**src/rtl/writeback_unit_pkg.sv**
```systemverilog
// Shared widths, opcode constants and NOP encoding for the writeback stage.
package writeback_unit_pkg;

   localparam int unsigned DataW   = 16;
   localparam int unsigned IdxW    = 3;
   localparam int unsigned NumRegs = 8;

   localparam logic [DataW-1:0] NopInstr = 16'hF000;
   localparam logic [IdxW-1:0]  PcIdx    = 3'd7;

   localparam logic [3:0] OpAdd = 4'b0000;
   localparam logic [3:0] OpAdi = 4'b0001;
   localparam logic [3:0] OpNdu = 4'b0010;
   localparam logic [3:0] OpLhi = 4'b0011;
   localparam logic [3:0] OpLw  = 4'b0100;
   localparam logic [3:0] OpSw  = 4'b0101;
   localparam logic [3:0] OpLm  = 4'b0110;
   localparam logic [3:0] OpSm  = 4'b0111;
   localparam logic [3:0] OpJal = 4'b1000;
   localparam logic [3:0] OpJlr = 4'b1001;
   localparam logic [3:0] OpBeq = 4'b1100;

endpackage

```
**src/rtl/regfile_8x16.sv**
```systemverilog
// 8x16 register file: two combinational read ports, one general write port and a
// dedicated R7 (PC) load port whose arbitration is done by the caller.
module regfile_8x16
   import writeback_unit_pkg::*;
(
   input  logic             clk,
   input  logic             reset,
   input  logic             we,
   input  logic [IdxW-1:0]  waddr,
   input  logic [DataW-1:0] wdata,
   input  logic             pc_we,
   input  logic [DataW-1:0] pc_data,
   input  logic [IdxW-1:0]  ra_sel,
   input  logic [IdxW-1:0]  rb_sel,
   output logic [DataW-1:0] ra_data,
   output logic [DataW-1:0] rb_data,
   output logic [DataW-1:0] r7_data
);

   logic [DataW-1:0] regs_q [NumRegs];

   always_ff @(posedge clk) begin
      if (reset) begin
         for (int i = 0; i < NumRegs; i++) regs_q[i] <= '0;
      end else begin
         if (pc_we) regs_q[PcIdx] <= pc_data;
         if (we)    regs_q[waddr] <= wdata;
      end
   end

   assign ra_data = regs_q[ra_sel];
   assign rb_data = regs_q[rb_sel];
   assign r7_data = regs_q[PcIdx];

endmodule

```
**src/rtl/writeback_unit.sv**
```systemverilog
// Writeback stage: destination decode, CCR update, R7/PC arbitration, retire counter.
// Optional macro WB_BYPASS_EN forwards the in-flight write onto the read ports.
module writeback_unit
   import writeback_unit_pkg::*;
(
   input  logic             clk,
   input  logic             reset,
   input  logic [DataW-1:0] IR,
   input  logic [DataW-1:0] RF_value,
   input  logic             CCRWrite,
   input  logic             C_in,
   input  logic             PC_write,
   input  logic [DataW-1:0] PC_in,
   input  logic [IdxW-1:0]  RA_sel,
   input  logic [IdxW-1:0]  RB_sel,
   output logic [DataW-1:0] RA_data,
   output logic [DataW-1:0] RB_data,
   output logic [DataW-1:0] R7_out,
   output logic             C_flag,
   output logic             Z_flag,
   output logic [DataW-1:0] retired
);

   logic [3:0]       opcode;
   logic             is_nop;
   logic             wb_we;
   logic [IdxW-1:0]  wb_idx;
   logic             pc_load;
   logic [DataW-1:0] ra_raw, rb_raw;
   logic             c_q, z_q;
   logic [DataW-1:0] retired_q;

   assign opcode = IR[15:12];
   assign is_nop = (IR == NopInstr);

   always_comb begin
      wb_we  = 1'b0;
      wb_idx = IR[11:9];
      case (opcode)
         OpAdd, OpNdu: begin
            wb_we  = 1'b1;
            wb_idx = IR[5:3];
         end
         OpAdi: begin
            wb_we  = 1'b1;
            wb_idx = IR[8:6];
         end
         OpLhi, OpLw, OpLm, OpJal, OpJlr: begin
            wb_we  = 1'b1;
            wb_idx = IR[11:9];
         end
         default: ;
      endcase
   end

   // A writeback targeting R7 beats the fetch-side PC update.
   assign pc_load = PC_write && !(wb_we && (wb_idx == PcIdx));

   regfile_8x16 u_regfile (
      .clk     (clk),
      .reset   (reset),
      .we      (wb_we),
      .waddr   (wb_idx),
      .wdata   (RF_value),
      .pc_we   (pc_load),
      .pc_data (PC_in),
      .ra_sel  (RA_sel),
      .rb_sel  (RB_sel),
      .ra_data (ra_raw),
      .rb_data (rb_raw),
      .r7_data (R7_out)
   );

   always_ff @(posedge clk) begin
      if (reset) begin
         c_q       <= 1'b0;
         z_q       <= 1'b0;
         retired_q <= '0;
      end else if (!is_nop) begin
         retired_q <= retired_q + 16'd1;
         if (!CCRWrite) begin
            z_q <= (RF_value == '0);
            if (opcode != OpLw) c_q <= C_in;
         end
      end
   end

   assign C_flag  = c_q;
   assign Z_flag  = z_q;
   assign retired = retired_q;

`ifdef WB_BYPASS_EN
   always_comb begin
      RA_data = ra_raw;
      RB_data = rb_raw;
      if (wb_we && (wb_idx == RA_sel))      RA_data = RF_value;
      else if (pc_load && (RA_sel == PcIdx)) RA_data = PC_in;
      if (wb_we && (wb_idx == RB_sel))      RB_data = RF_value;
      else if (pc_load && (RB_sel == PcIdx)) RB_data = PC_in;
   end
`else
   assign RA_data = ra_raw;
   assign RB_data = rb_raw;
`endif

endmodule

```
**config.mk**
```make
export PLATFORM = sky130hd
export DESIGN_NAME = writeback_unit
export DESIGN_NICKNAME = d
export VERILOG_FILES = /design/src/rtl/writeback_unit_pkg.sv /design/src/rtl/regfile_8x16.sv /design/src/rtl/writeback_unit.sv
export SDC_FILE = /design/constraint.sdc
export NUM_CORES = 1
export LEC_CHECK = 0
export CORE_MARGIN = 2
export CORE_UTILIZATION = 52
export CTS_CLUSTER_DIAMETER = 150
export DETAILED_ROUTE_END_ITERATION = 16
export GPL_ROUTABILITY_DRIVEN = 0
export PLACE_DENSITY = 0.86
export SLEW_MARGIN = 5
export SYNTH_ARGS = -nofsm -noshare
export SYNTH_HDL_FRONTEND = slang
export SYNTH_HIERARCHICAL = 1
export SYNTH_SLANG_ARGS = --single-unit
export TNS_END_PERCENT = 30
```
**constraint.sdc**
```tcl
create_clock -name clk -period 6.6 [get_ports clk]
set_input_delay 1.32 -clock clk [delete_from_list [all_inputs] [get_ports clk]]
set_output_delay 1.32 -clock clk [all_outputs]
set_load 0.02 [all_outputs]
```
==> qor.txt, run 1 <==
drt via density -> 6.642
Post-synth ARST share -> 0%
via count -> 6,077
unrepaired setup endpoints after global routing -> no
port bufs -> 124
WS Path Type -> input port to register
R2R cell count -> 4
Area contributors post-synth -> edfxtp_1 (46%), mux4_1 (18%), nor3_1 (4.9%)
setup TNS -> 0 ps
Synth top area share -> 46.24%
worst r2r dst -> retired[9]
worst clock skew -> 4.368 ps
Die H -> 130.4 um
H-tree levels -> 4
Synth Net Count -> 642
Worst IR Drop VDD -> 0.0002653 V
FP Rows -> 46
required time of the critical path -> 6640 ps
# DRC -> 0
end of the critical path -> u_regfile/regs_q[7][7]
highest-count cells in the layout ignoring fill and taps -> edfxtp_1 (128), clkdlybuf4s50_1 (122), nor3_1 (81), mux4_1 (56), nor4_1 (38)
Fmax achieved -> 196.2 MHz
Crit path arrival time -> 5140 ps
grt ovf -> 0
clk_lat worst skew -> 430 ps
Post-CTS Setup Inserts -> 0
Hold Path Class -> register to register
worst hold margin -> 472.2 ps
minimum clock period -> 5096 ps
fin nets -> 745
status -> finished, final reports clean
Static Leakage -> 3.442 nW
Num CTS Buffers -> 17
PwrDens -> 247.0 nW/um^2
Least-Margin Pin Slew -> 1142 ps
I/O Pins -> 125
element type at the critical path start -> input port
Critical Path Fanout Max -> 21
Iter 0 DRT Violations -> 645
total die area -> 17,010 um^2
CP Capture Type -> register
CTS tree -> built
Final setup viols -> 0
post_cts resized -> 0
drt pass-1 iters -> 6
Avg Cell Area, Syn -> 14.28 um^2
chip width -> 130.4 um
first-pass GRT wire length -> 33,620 um
Clock Tree Buf Depth -> 2
post-synth top area cell -> edfxtp_1
Period Utilization, post-route -> 77.22%
pin count of the biggest net entering global routing -> 68
commonest non-fill, non-tap cell in the layout -> edfxtp_1
clk sinks -> 146
#FFs+latches synth -> 146
max_slew headroom -> 23.84%
reg-to-reg critical path startpoint -> retired[2]
worst setup path startpoint -> IR[12]
Seq/Total Area, Yosys -> 50.57%
Synth Flop Type -> edfxtp_1
number of global-route vias before repair -> 6,144
R2R Setup Slk -> 4810 ps
count of final hold-check violations -> 0
Hold Buf Count CTS -> 0
final WL -> 22,220 um
initial core utilization -> 52.71%
Final Slew Violations -> 0
antenna violations before repair -> 2
core area -> 15,770 um^2
share of post-route cells with drive strength above 1 -> 17.05%
Post-DP HPWL -> 13,730 um
Ys Warns -> 6
GRT Resource Usage Total -> 26.78%
Area Overhead vs Synth -> 22.50%
Mapped Area -> 8313 um^2
synthesized instance count -> 582
max cap viols -> 0
Worst-path clk slew -> 60 ps
Yosys cell types -> 56
Root Driver -> clkbuf_16
Post-synth EDFFs -> 128
ANT nets after route -> 0
WL per Instance -> 24.28 um
[Yosys cell counts, drive strengths merged (2+ instances only)]
library cell	count
nor2b	2
clkbuf	33
nor4	41
o31a	2
o41ai	3
nand2b	7
a21oi	13
dfxtp	18
nand3	6
inv	20
nor2	7
or4	10
or3	4
mux2i	18
o21ba	2
o31ai	10
buf	25
o21ai	8
and2b	2
and3	2
nand4	2
and4	2
o22ai	3
nand2	22
nor3	81
mux4	64
mux2	35
edfxtp	128
nand3b	2
[logic make-up after synthesis]
logic type / synth area share [%]
AND/OR/NAND/NOR: 13.46
flip-flops: 50.57
multiplexers: 26.91
buffers and inverters: 5.343
AO/OA/AOI/OAI: 3.462
XOR/XNOR: 0.1054
adder cells (fa/ha/maj): 0.1505
[stage by stage]
stage               util (%)  cell area [um^2]  setup WS [ps]  instances  power, mW
floorplan                  -              8313           2269        582      1.388
global placement       60.96              9613           1424        882      1.567
detailed placement     60.96              9613           1282        882      1.585
CTS                    64.56             10180           1643        914      2.516
global route           64.56             10180           1440        914      2.585
finish                 64.57             10180           1504        915      2.515
[critical path: stages]
cell,delay (ps)
clkdlybuf4s50_1,640
or3_2,210
o22ai_1,90
a21oi_2,820
nand2_1,900
nor2_4,290
or3_1,850
[routing by layer]
metal | wire length [um] | part of all wire [%] | global-route usage [%]
met5 | 13 | 0.059 | 0
met4 | 648 | 2.9 | 10.39
met3 | 2130 | 9.6 | 7.492
met2 | 11210 | 50 | 45.58
met1 | 8217 | 37 | 32.77
[registers in the layout, indices dropped and copies added, names as in the netlist]
| signal | flops |
|---|---|
| u_regfile/regs_q | 128 |
| retired | 16 |
| C_flag | 1 |
| Z_flag | 1 |
[area by class of cell]
cell class / count / area [um^2]
repair buffers: 144 / 1381
inverters: 20 / 75.07
well taps: 216 / 270.3
diodes: 1 / 2.502
fillers: 1100 / 5587
multi-input cells: 356 / 3682
clock inverters: 14 / 138.9
flip-flops and latches: 146 / 4204
clock buffers: 18 / 429.2
[power breakdown]
group | leakage [nW] | internal [mW] | total [mW] | switching [mW]
logic | 1.77 | 0.221 | 0.464 | 0.244
clock network | 0.278 | 0.554 | 0.942 | 0.388
registers | 1.39 | 1.07 | 1.11 | 0.0357
total | 3.44 | 1.85 | 2.51 | 0.667
[how the worst min path moves through the flow]
stage | from | to | slack (ps) | cells after the start
final | Z_flag | Z_flag | 470 | 2
after global routing | Z_flag | Z_flag | 510 | 2
after CTS | Z_flag | Z_flag | 470 | 2
after detailed placement | Z_flag | Z_flag | 460 | 2
after global placement | Z_flag | Z_flag | 460 | 2
after floorplan | Z_flag | Z_flag | 540 | 2
Power figures use the tool's default switching activity.
==> run 2: changes to the inputs <==
- clock period: 6.6 -> 5 ns (I/O delays scaled with it)
==> qor.txt, run 2 (same netlist as run 1, synthesis figures left out) <==
status -> finished, final reports clean
share of post-route cells with drive strength above 1 -> 17.85% (+0.80 points)
Worst-path clk slew -> 60 ps (about the same)
drt pass-1 iters -> 5 (-1)
commonest non-fill, non-tap cell in the layout -> edfxtp_1
fin nets -> 754 (+1.2%)
drt via density -> 6.654 (+0.19%)
R2R Setup Slk -> 3240 ps (-1570 ps)
WL per Instance -> 24.38 um (+0.42%)
max_slew headroom -> 58.30% (+34 points)
register bank with the most flops -> u_regfile/regs_q
port bufs -> 124 (unchanged)
element type at the critical path start -> input port
Root Driver -> clkbuf_16
# DRC -> 0 (unchanged)
Post-DP HPWL -> 14,210 um (+3.5%)
I/O Pins -> 125 (unchanged)
first-pass GRT wire length -> 33,870 um (+0.76%)
max cap viols -> 0 (unchanged)
Area Overhead vs Synth -> 23.98%
Placed Instances -> 891 (+1.0%)
PwrDens -> 329.8 nW/um^2 (+34%)
via count -> 6,142 (+1.1%)
Num CTS Buffers -> 17 (unchanged)
Period Utilization, post-route -> 83.14%
H-tree levels -> 4 (unchanged)
GRT Resource Usage Total -> 27.00% (+0.22 points)
core area -> 15,770 um^2 (unchanged)
antenna violations before repair -> 1 (-1)
ANT nets after route -> 0 (unchanged)
CTS tree -> built
Post-CTS Setup Inserts -> 0 (unchanged)
initial core utilization -> 52.71% (unchanged)
final core utilization -> 65.35% (+0.78 points)
minimum clock period -> 4157 ps
Worst IR Drop VDD -> 0.0002408 V (-9.2%)
Static Leakage -> 3.509 nW (+2.0%)
worst clock skew -> 7.821 ps (+3.452 ps)
count of final hold-check violations -> 0 (unchanged)
WS Path Type -> input port to output port
Hold Buf Count CTS -> 0 (unchanged)
PnR worst setup slack -> 843.2 ps (-660.6 ps)
Final Slew Violations -> 0 (unchanged)
unrepaired setup endpoints after global routing -> no
final instance count without filler cells -> 923 (+0.87%)
number of global-route vias before repair -> 6,071 (-1.2%)
highest-count cells in the layout ignoring fill and taps -> edfxtp_1 (128), clkdlybuf4s50_1 (122), nor3_1 (81), mux4_1 (56), nor4_1 (38)
required time of the critical path -> 4000 ps (-2640 ps)
FP Rows -> 46 (unchanged)
Least-Margin Pin Slew -> 625.4 ps (-516.9 ps)
Critical Path Fanout Max -> 32 (+52%)
Clock Tree Buf Depth -> 2 (unchanged)
Crit path arrival time -> 3160 ps (-1980 ps)
Fmax achieved -> 240.6 MHz
setup TNS -> 0 ps (unchanged)
clk sinks -> 146 (unchanged)
total die area -> 17,010 um^2 (unchanged)
chip width -> 130.4 um (unchanged)
dpl ws -> 852.5 ps (-429.2 ps)
Iter 0 DRT Violations -> 750 (+16%)
Die H -> 130.4 um (unchanged)
CP Capture Type -> output port
Hold Path Class -> register to register
max FFs per register -> 128 (unchanged)
final WL -> 22,500 um (+1.3%)
Final setup viols -> 0 (unchanged)
grt ovf -> 0 (unchanged)
Power, Total -> 3.399 mW (+35%)
pin count of the biggest net entering global routing -> 52 (-24%)
post_cts resized -> 0 (unchanged)
clk_lat worst skew -> 430 ps (about the same)
-- run 2: changes by cell type in the layout (fill, tap and decap cells not counted), moves of 2 or more --
cell / change
buf_12: +2
buf_4: +7
bufinv_16: +2
inv_6: -2
-- run 2: critical path: stages --
cell	delay, ps
clkdlybuf4s50_1	480
buf_4	420
mux4_1	420
mux2_2	290
clkdlybuf4s50_1	550
-- run 2: final timing paths --
check                           depth (start not counted)       start          end
worst min-delay path                                    2      C_flag       C_flag
worst max register to register                          4  retired[2]   retired[9]
worst max-delay path                                    5   RA_sel[2]  RA_data[15]
worst min register to register                          2      C_flag       C_flag
-- run 2: area by class of cell --
type	instances	area, um^2
Clock buffer	19	432.9
Antenna cell	1	2.502
Tap cell	216	270.3
Sequential cell	146	4204
Inverter	20	75.07
Timing Repair Buffer	153	1474
Multi-Input combinational cell	356	3682
Clock inverter	12	165.2
Fill cell	1070	5464
-- run 2: power breakdown --
group	switching (mW)	leakage (nW)	internal, mW
clock network	0.481	0.294	0.825
logic	0.328	1.82	0.299
registers	0.0497	1.39	1.42
-- run 2: layer usage --
| metal | wire [um] | global-route usage, % | vias up |
|---|---|---|---|
| met5 | 0 | 0 | - |
| met4 | 576 | 9.825 | 0 |
| met3 | 2464 | 7.533 | 63 |
| met2 | 11200 | 45.21 | 428 |
| met1 | 8265 | 34.03 | 3017 |
| li1 | - | - | 2634 |
-- run 2: metrics by stage --
stage,area [um^2],hold slack (ps)
floorplan,8313,540.6
global placement,9706,457.9
detailed placement,9706,470.4
CTS,10300,481.1
global route,10300,504.9
finish,10310,486.1
